[src/rtl/adder_pkg.sv]
// ============================================================================
// adder_pkg : shared helpers for the pipelined adder (stage count, config check)
// Rev 1.0
// ============================================================================
`default_nettype none

package adder_pkg;

  function automatic int stages(input int n, input int c);
    return n / c;
  endfunction

  // A slice width must be positive, no wider than the word, and divide it evenly.
  function automatic bit chunk_ok(input int n, input int c);
    return (c > 0) && (n >= c) && ((n % c) == 0);
  endfunction

endpackage

`default_nettype wire

[src/rtl/adder_chunk.sv]
// ============================================================================
// adder_chunk : combinational CHUNK-bit ripple adder slice (a + b + cin)
// Rev 1.0
// ============================================================================
`default_nettype none

module adder_chunk #(
  parameter int CHUNK = 8
) (
  input  logic [CHUNK-1:0] a,
  input  logic [CHUNK-1:0] b,
  input  logic             cin,
  output logic [CHUNK-1:0] s,
  output logic             cout
);

  assign {cout, s} = {1'b0, a} + {1'b0, b} + {{CHUNK{1'b0}}, cin};

endmodule

`default_nettype wire

[src/rtl/pipelined_adder.sv]
// ============================================================================
// pipelined_adder : N_BIT adder, one CHUNK slice per stage, valid/ready stream.
// Optional macro ADDER_OVF_EN adds a signed-overflow output. Rev 1.0
// ============================================================================
`default_nettype none

module pipelined_adder
  import adder_pkg::*;
#(
  parameter int N_BIT = 32,
  parameter int CHUNK = 8
) (
  input  logic             clk,
  input  logic             rst_n,
  input  logic             in_valid,
  output logic             in_ready,
  input  logic [N_BIT-1:0] a,
  input  logic [N_BIT-1:0] b,
  input  logic             carry_in,
  output logic             out_valid,
  input  logic             out_ready,
  output logic [N_BIT-1:0] sum,
  output logic             carry_out
`ifdef ADDER_OVF_EN
  ,
  output logic             overflow
`endif
);

  localparam int STAGES = stages(N_BIT, CHUNK);

  if (!chunk_ok(N_BIT, CHUNK)) begin : g_cfg_error
    $error("pipelined_adder: N_BIT must be a positive multiple of CHUNK");
  end

  logic                          advance;
  logic [STAGES-1:0]             vld;
  logic [STAGES-1:0]             cry;
  logic [STAGES-1:0]             v_src;
  logic [STAGES-1:0]             c_src;
  logic [STAGES-1:0]             chunk_c;
  logic [STAGES-1:0][N_BIT-1:0]  a_q;
  logic [STAGES-1:0][N_BIT-1:0]  b_q;
  logic [STAGES-1:0][N_BIT-1:0]  s_q;
  logic [STAGES-1:0][N_BIT-1:0]  a_src;
  logic [STAGES-1:0][N_BIT-1:0]  b_src;
  logic [STAGES-1:0][N_BIT-1:0]  s_src;
  logic [STAGES-1:0][N_BIT-1:0]  s_nxt;
  logic [STAGES-1:0][CHUNK-1:0]  chunk_s;

  // Whole pipeline moves as one; only a held result at the output can stall it.
  assign advance  = !vld[STAGES-1] || out_ready;
  assign in_ready = advance;

  for (genvar k = 0; k < STAGES; k++) begin : g_stage
    if (k == 0) begin : g_head
      assign v_src[k] = in_valid;
      assign c_src[k] = carry_in;
      assign a_src[k] = a;
      assign b_src[k] = b;
      assign s_src[k] = '0;
    end else begin : g_link
      assign v_src[k] = vld[k-1];
      assign c_src[k] = cry[k-1];
      assign a_src[k] = a_q[k-1];
      assign b_src[k] = b_q[k-1];
      assign s_src[k] = s_q[k-1];
    end

    adder_chunk #(
      .CHUNK (CHUNK)
    ) u_chunk (
      .a    (a_src[k][k*CHUNK +: CHUNK]),
      .b    (b_src[k][k*CHUNK +: CHUNK]),
      .cin  (c_src[k]),
      .s    (chunk_s[k]),
      .cout (chunk_c[k])
    );

    // Slice k of the partial sum is still zero here, so OR merges the new slice in.
    assign s_nxt[k] = s_src[k] | (N_BIT'(chunk_s[k]) << (k * CHUNK));
  end

  always_ff @(posedge clk) begin
    if (!rst_n) begin
      vld <= '0;
      cry <= '0;
      a_q <= '0;
      b_q <= '0;
      s_q <= '0;
    end else if (advance) begin
      vld <= v_src;
      cry <= chunk_c;
      a_q <= a_src;
      b_q <= b_src;
      s_q <= s_nxt;
    end
  end

  assign out_valid = vld[STAGES-1];
  assign sum       = s_q[STAGES-1];
  assign carry_out = cry[STAGES-1];

`ifdef ADDER_OVF_EN
  // Last stage still holds the original operand MSBs alongside the finished sum.
  assign overflow = (a_q[STAGES-1][N_BIT-1] == b_q[STAGES-1][N_BIT-1]) &&
                    (s_q[STAGES-1][N_BIT-1] != a_q[STAGES-1][N_BIT-1]);
`endif

  logic unused_last_ops;
  assign unused_last_ops = ^{a_q[STAGES-1], b_q[STAGES-1]};

endmodule

`default_nettype wire

[config.mk]
export PLATFORM = sky130hd
export DESIGN_NAME = pipelined_adder
export DESIGN_NICKNAME = d
export VERILOG_FILES = /design/src/rtl/adder_pkg.sv /design/src/rtl/adder_chunk.sv /design/src/rtl/pipelined_adder.sv
export SDC_FILE = /design/constraint.sdc
export NUM_CORES = 1
export LEC_CHECK = 0
export ABC_AREA = 1
export BUFFER_PORTS_ARGS = -buffer_cell sky130_fd_sc_hd__clkbuf_2
export CORE_MARGIN = 1.5
export CORE_UTILIZATION = 29
export CTS_CLUSTER_SIZE = 28
export DETAILED_ROUTE_END_ITERATION = 12
export GPL_TIMING_DRIVEN = 0
export PLACE_DENSITY = 0.51
export SLEW_MARGIN = 20
export SYNTH_ARGS = -nofsm -noshare
export SYNTH_HDL_FRONTEND = slang
export SYNTH_SLANG_ARGS = --single-unit
[constraint.sdc]
create_clock -name clk -period 2.1 [get_ports clk]
set_clock_uncertainty 0.1 [all_clocks]
set_input_delay 0.42 -clock clk [delete_from_list [all_inputs] [get_ports clk]]
set_output_delay 0.42 -clock clk [all_outputs]
set_load 0.03 [all_outputs]
After elaboration in Yosys (flattened, before gate mapping) --
Index checks and enable logic that the tools add are counted.
Storage, ports and cells: flip-flop bits (word level) 304, input bits 69, output and inout bits 35, word-level logic and storage cells 25
Operators by class: add/subtract/negate cells 8, bitwise gates (word level) 3, reductions and logical operators 2
Operators by type and width (count):
- $add 8x8->9 | 4
- $add 9x1->9 | 4
- $or 32x24->32 | 1
- $or 32x32->32 | 1
- $or 8x16->16 | 1
- $logic_not 1->1 | 1
- $logic_or 1x1->1 | 1

Longest topological paths before layout --
depth in word-level cells 3, depth in mapped cells 10, mapped depth without buffers 10

Cells and area by module --
From an unflattened synthesis, not the netlist that was laid out.
Second synthesis, totals: cells, all modules 1421, area, all modules 9351.5 um^2
Modules (own cells, without submodules):
- pipelined_adder | instances 1, cells an instance 1185, area an instance 7816.2 um^2, seq. area each 3683.5 um^2
- adder_chunk at g_stage[1].u_chunk ... | instances 3, cells an instance 59, area an instance 384.1 um^2, seq. area each 0.0 um^2
- adder_chunk at g_stage[0].u_chunk | instances 1, cells an instance 59, area an instance 382.9 um^2, seq. area each 0.0 um^2

Least setup slack after synthesis --
No wires, ideal clock.
kind in2reg, start point input a[0], end point register s_q[6] in the netlist's numbering, library setup time 109 ps, arrival 1736 ps, data required time 1891 ps, path slack 156 ps, cell stages on the path 10, path buffers 0, cells stage by stage fa_1 fa_1 nand3_1 nand2_1 nand2_1 nand2_1 nand2_1 nand3_1 nand2_1 inv_1
Between the ends: word-level cells in the longest chain between the ends 2
Ends and longest elaborated chain:
- start: declaration | line pipelined_adder.sv:17 | input logic [N_BIT-1:0] a,
- $add 8x8->9 | line adder_chunk.sv:17 | assign {cout, s} = {1'b0, a} + {1'b0, b} + {{CHUNK{1'b0}}, cin};
- $add 9x1->9 | line adder_chunk.sv:17
- end signal: assignment | line pipelined_adder.sv:96 | s_q <= s_nxt;
- end: declaration | line pipelined_adder.sv:44 | logic [STAGES-1:0][N_BIT-1:0] s_q;
No other way between the ends. A chain may end at the register's enable or synchronous reset.

Final worst setup path --
start point register a_q[48] in the netlist's numbering, end point register cry[2]
Between the ends: word-level cells in the longest chain between the ends 2
Ends and longest elaborated chain:
- start: declaration | line pipelined_adder.sv:42 | logic [STAGES-1:0][N_BIT-1:0] a_q;
- start signal: assignment | line pipelined_adder.sv:94 | a_q <= a_src;
- $add 8x8->9 | line adder_chunk.sv:17
- $add 9x1->9 | line adder_chunk.sv:17
- end signal: assignment | line pipelined_adder.sv:93 | cry <= chunk_c;
- end: declaration | line pipelined_adder.sv:38 | logic [STAGES-1:0] cry;
No other way between the ends.

==> results.md <==
- Antenna cells: 0
- IO buf count: a little over 100
- Worst hold path cell count: 3
- Net Count, Synth: between 1k and 1.5k
- Worst path arrival time: 2.21 ns
- Syn Inst Count: 1036
- Avg Cell Area, Syn: around 7.5 um2
- Sequential area share after synthesis: between 40% and 50%
- CTS H-tree depth: 4
- Pwr Total: approximately 0.0080 W
- Vias per cell: 4.442
- Crit-path max FO: 2
- Yosys top cell by area: dfxtp_1
- Clock share of power: 40.9%
- Num rows: 59
- WL final: 21020 um
- Fin cells: around 1.5k
- Register area: 3684 um2
- Peak VDD IR: ~520 uV
- Hold Path End: a_q[21]$_SDFFE_PN0P_
- Final-report setup violation count: 0
- Synth area leaders: dfxtp_1 47%, nor2_1 15%, o21ai_0 9.7%, nand2_1 4.6%, ha_1 4.5%
- Worst hold start: a[21]
- CTS buffer count: 17
- Total Routing Usage GR: about 16%
- DP Wirelength: about 16000 um
- DR vias: 6681
- Synth Cell Area: 7774 um2
- Syn. warnings: 0
- Leak: approximately 5.0 nW
- Starting Density: about 30%
- Max_slew headroom: between 50% and 60%
- Fill cell count: approximately 2.9k
- Slew Limit Fails: 0
- Seq cells post-synth: 184
- Root Buffer: clkbuf_16
- Cells after DPL: 1473
- MaxCap Viol Count: 0
- Psw: around 0.0021 W
- Gr ovfl total: 0
- Startpoint types: register
- Commonest cells after routing, fill and taps aside: 316 x nor2_1, 184 x dfxtp_1, 151 x o21ai_0
- Final Net Count: approximately 1.3k
- Failing checks: DRC
- Longest Clk Path Bufs: 2
- CTS Sinks: 184
- Actual slew at the worst max-slew pin: 0.6304 ns
- Layout area overhead: 19.85%
- Flop2flop setup slack: 0.12 ns
- Clock latency on the worst-skew pair: 0.43 ns
- R2R Path Start: a_q[48]$_SDFFE_PN0P_
- Die Area: roughly 28000 um2
- Die Y: between 150 and 200 um
- Crit path required time: between 2 and 2.5 ns
- Switching share of power: between 20% and 30%
- Initial antenna violation count: 0
- WL/cell: around 14 um
- Worst r2r path cells: 10
- Int Power: 0.005922 W
- CP Capture Type: register
- Final ANT Viol Nets: 0
- Most common cell after layout, fill and taps aside: nor2_1
- Share of the synthesized area in the top cell type: a little under half
- Status: finished with violations
- RSZ-0062 raised after global routing: false
- Area occupied by multi-input gates: ~3500 um2
- FMAX: around 500 MHz
- Final Hold Viols: 0
- Drt initial violations: around 350
- Layout cells sized above 1: roughly 16%
- Largest net degree at the start of global routing: 20
- Global-route wire length before repair: about 34000 um
- Clock transition at path regs: approximately 0.07 ns
- Register share of total power: around 48%
- Fin crit period: slightly below 2 ns
- Vias in the first global route: roughly 6.3k
- First-pass DRT Iterations: 9
- Core area: 26210 um2
- Die extent in x: about 170 um
- DRC viols: 7
- CTS tree: built
- Distinct cells, synth: 25
- Reg-to-reg endpoint: cry[2]$_SDFFE_PN0P_
- Hold_buf cts: 0
- Worst Hold Class: input pin to register
- Placer Congestion: about 0.85
- IO Pins: approximately 100
- Pwr Density: ~860 nW/um2
- Comb pwr share: 10.7%
- Post-CTS Repair Setup Buffers: 0
- Crit share post-route: between 90% and 100%
- WS Path Type: register to register
==> worst max path at each step <==
stage	startpoint	endpoint	slack, ns	cells after the start
2_1_floorplan	a[0]	s_q[6]$_SDFFE_PN0P_	0.16	10
3_3_place_gp	a[0]	cry[0]$_SDFFE_PN0P_	-0.08	11
3_5_place_dp	a[0]	cry[0]$_SDFFE_PN0P_	-0.08	11
4_1_cts	vld[3]$_SDFFE_PN0P_	in_ready	0.04	5
5_1_grt	a_q[8]$_SDFFE_PN0P_	s_q[46]$_SDFFE_PN0P_	0.03	10
6_report	a_q[48]$_SDFFE_PN0P_	cry[2]$_SDFFE_PN0P_	0.12	10
==> stage by stage <==
stage / area [um2] / util (%) / hold slack, ns / setup TNS [ns] / setup WS, ns
after CTS: 9305 / 35.51 / 0.1068 / 0 / 0.04323
after detailed placement: 8703 / 33.21 / 0.3391 / -0.1937 / -0.08432
after global routing: 9316 / 35.55 / 0.1215 / 0 / 0.02618
after floorplan: 7774 / - / 0.3233 / 0 / 0.1556
after global placement: 8703 / 33.21 / 0.3302 / -0.1858 / -0.08305
final: 9316 / 35.55 / 0.1165 / 0 / 0.1220
==> registers in the layout (all words and copies together), names as in the netlist <==
register  count
a_q          48
b_q          48
cry           4
s_q          48
sum          32
vld           4
==> critical path, stage by stage (launching register included) <==
cell and delay (ns):
dfxtp_1 0.33, fa_1 0.46, fa_1 0.42, nand2_1 0.09, nand2_1 0.07, nand3b_1 0.10
nand2_1 0.08, nand3_1 0.08, nand2_1 0.06, nand2_1 0.06, inv_1 0.03
==> power by group through the flow <==
stage | clock (W) | combinational, W | sequential, W
after floorplan | 0 | 0.000515 | 0.00398
after global placement | 0 | 0.000851 | 0.00394
after detailed placement | 0 | 0.000860 | 0.00395
after CTS | 0.00334 | 0.000864 | 0.00387
after global routing | 0.00351 | 0.000982 | 0.00390
final | 0.00327 | 0.000855 | 0.00387
==> area by class of cell <==
cell class	count	share of cell area [%]
plain buffers	59	3.277
clock buffers	20	5.009
clock inverters	12	1.504
inverters	75	3.022
multi-input cells	717	37.67
flip-flops and latches	184	39.54
well taps	335	4.499
repair buffers	102	5.479
==> synthesized netlist by cell type (all sizes together) <==
| master | n |
|---|---|
| nand3 | 40 |
| nor2 | 317 |
| dfxtp | 184 |
| xnor2 | 6 |
| o21ai | 179 |
| o21a | 1 |
| ha | 28 |
| nand3b | 4 |
| inv | 75 |
| a21oi | 18 |
| buf | 43 |
| o21bai | 4 |
| a211oi | 4 |
| fa | 8 |
| o211ai | 2 |
| clkbuf | 17 |
| xor2 | 4 |
| or2 | 6 |
| nand2 | 96 |
==> repair_timing <==
| item | in CTS | in global routing |
|---|---|---|
| cloned | 0 | 0 |
| setup endpoints to repair | 1 | 4 |
| gates resized for setup | 0 | 4 |
==> per-layer routing <==
layer / wire length (um) / up-vias / share of wire [%] / GRT usage [%]
li1: - / 3547 / - / -
met1: 10890 / 2996 / 52 / 22.45
met2: 9023 / 114 / 43 / 24.13
met3: 764 / 24 / 3.6 / 2.709
met4: 343 / 0 / 1.6 / 4.941
met5: 0 / - / 0 / 0
==> kinds of logic after synthesis <==
family	count (synthesis)	synth area share, %
buffers and inverters	135	7.565
and+or+nand+nor	463	23.48
DFF	184	47.38
AOI/OAI and AO/OA	208	13.87
xor gates and xnor gates	10	1.127
adders and majority gates	36	6.567
Note: power is estimated with default switching activity, not from simulation.
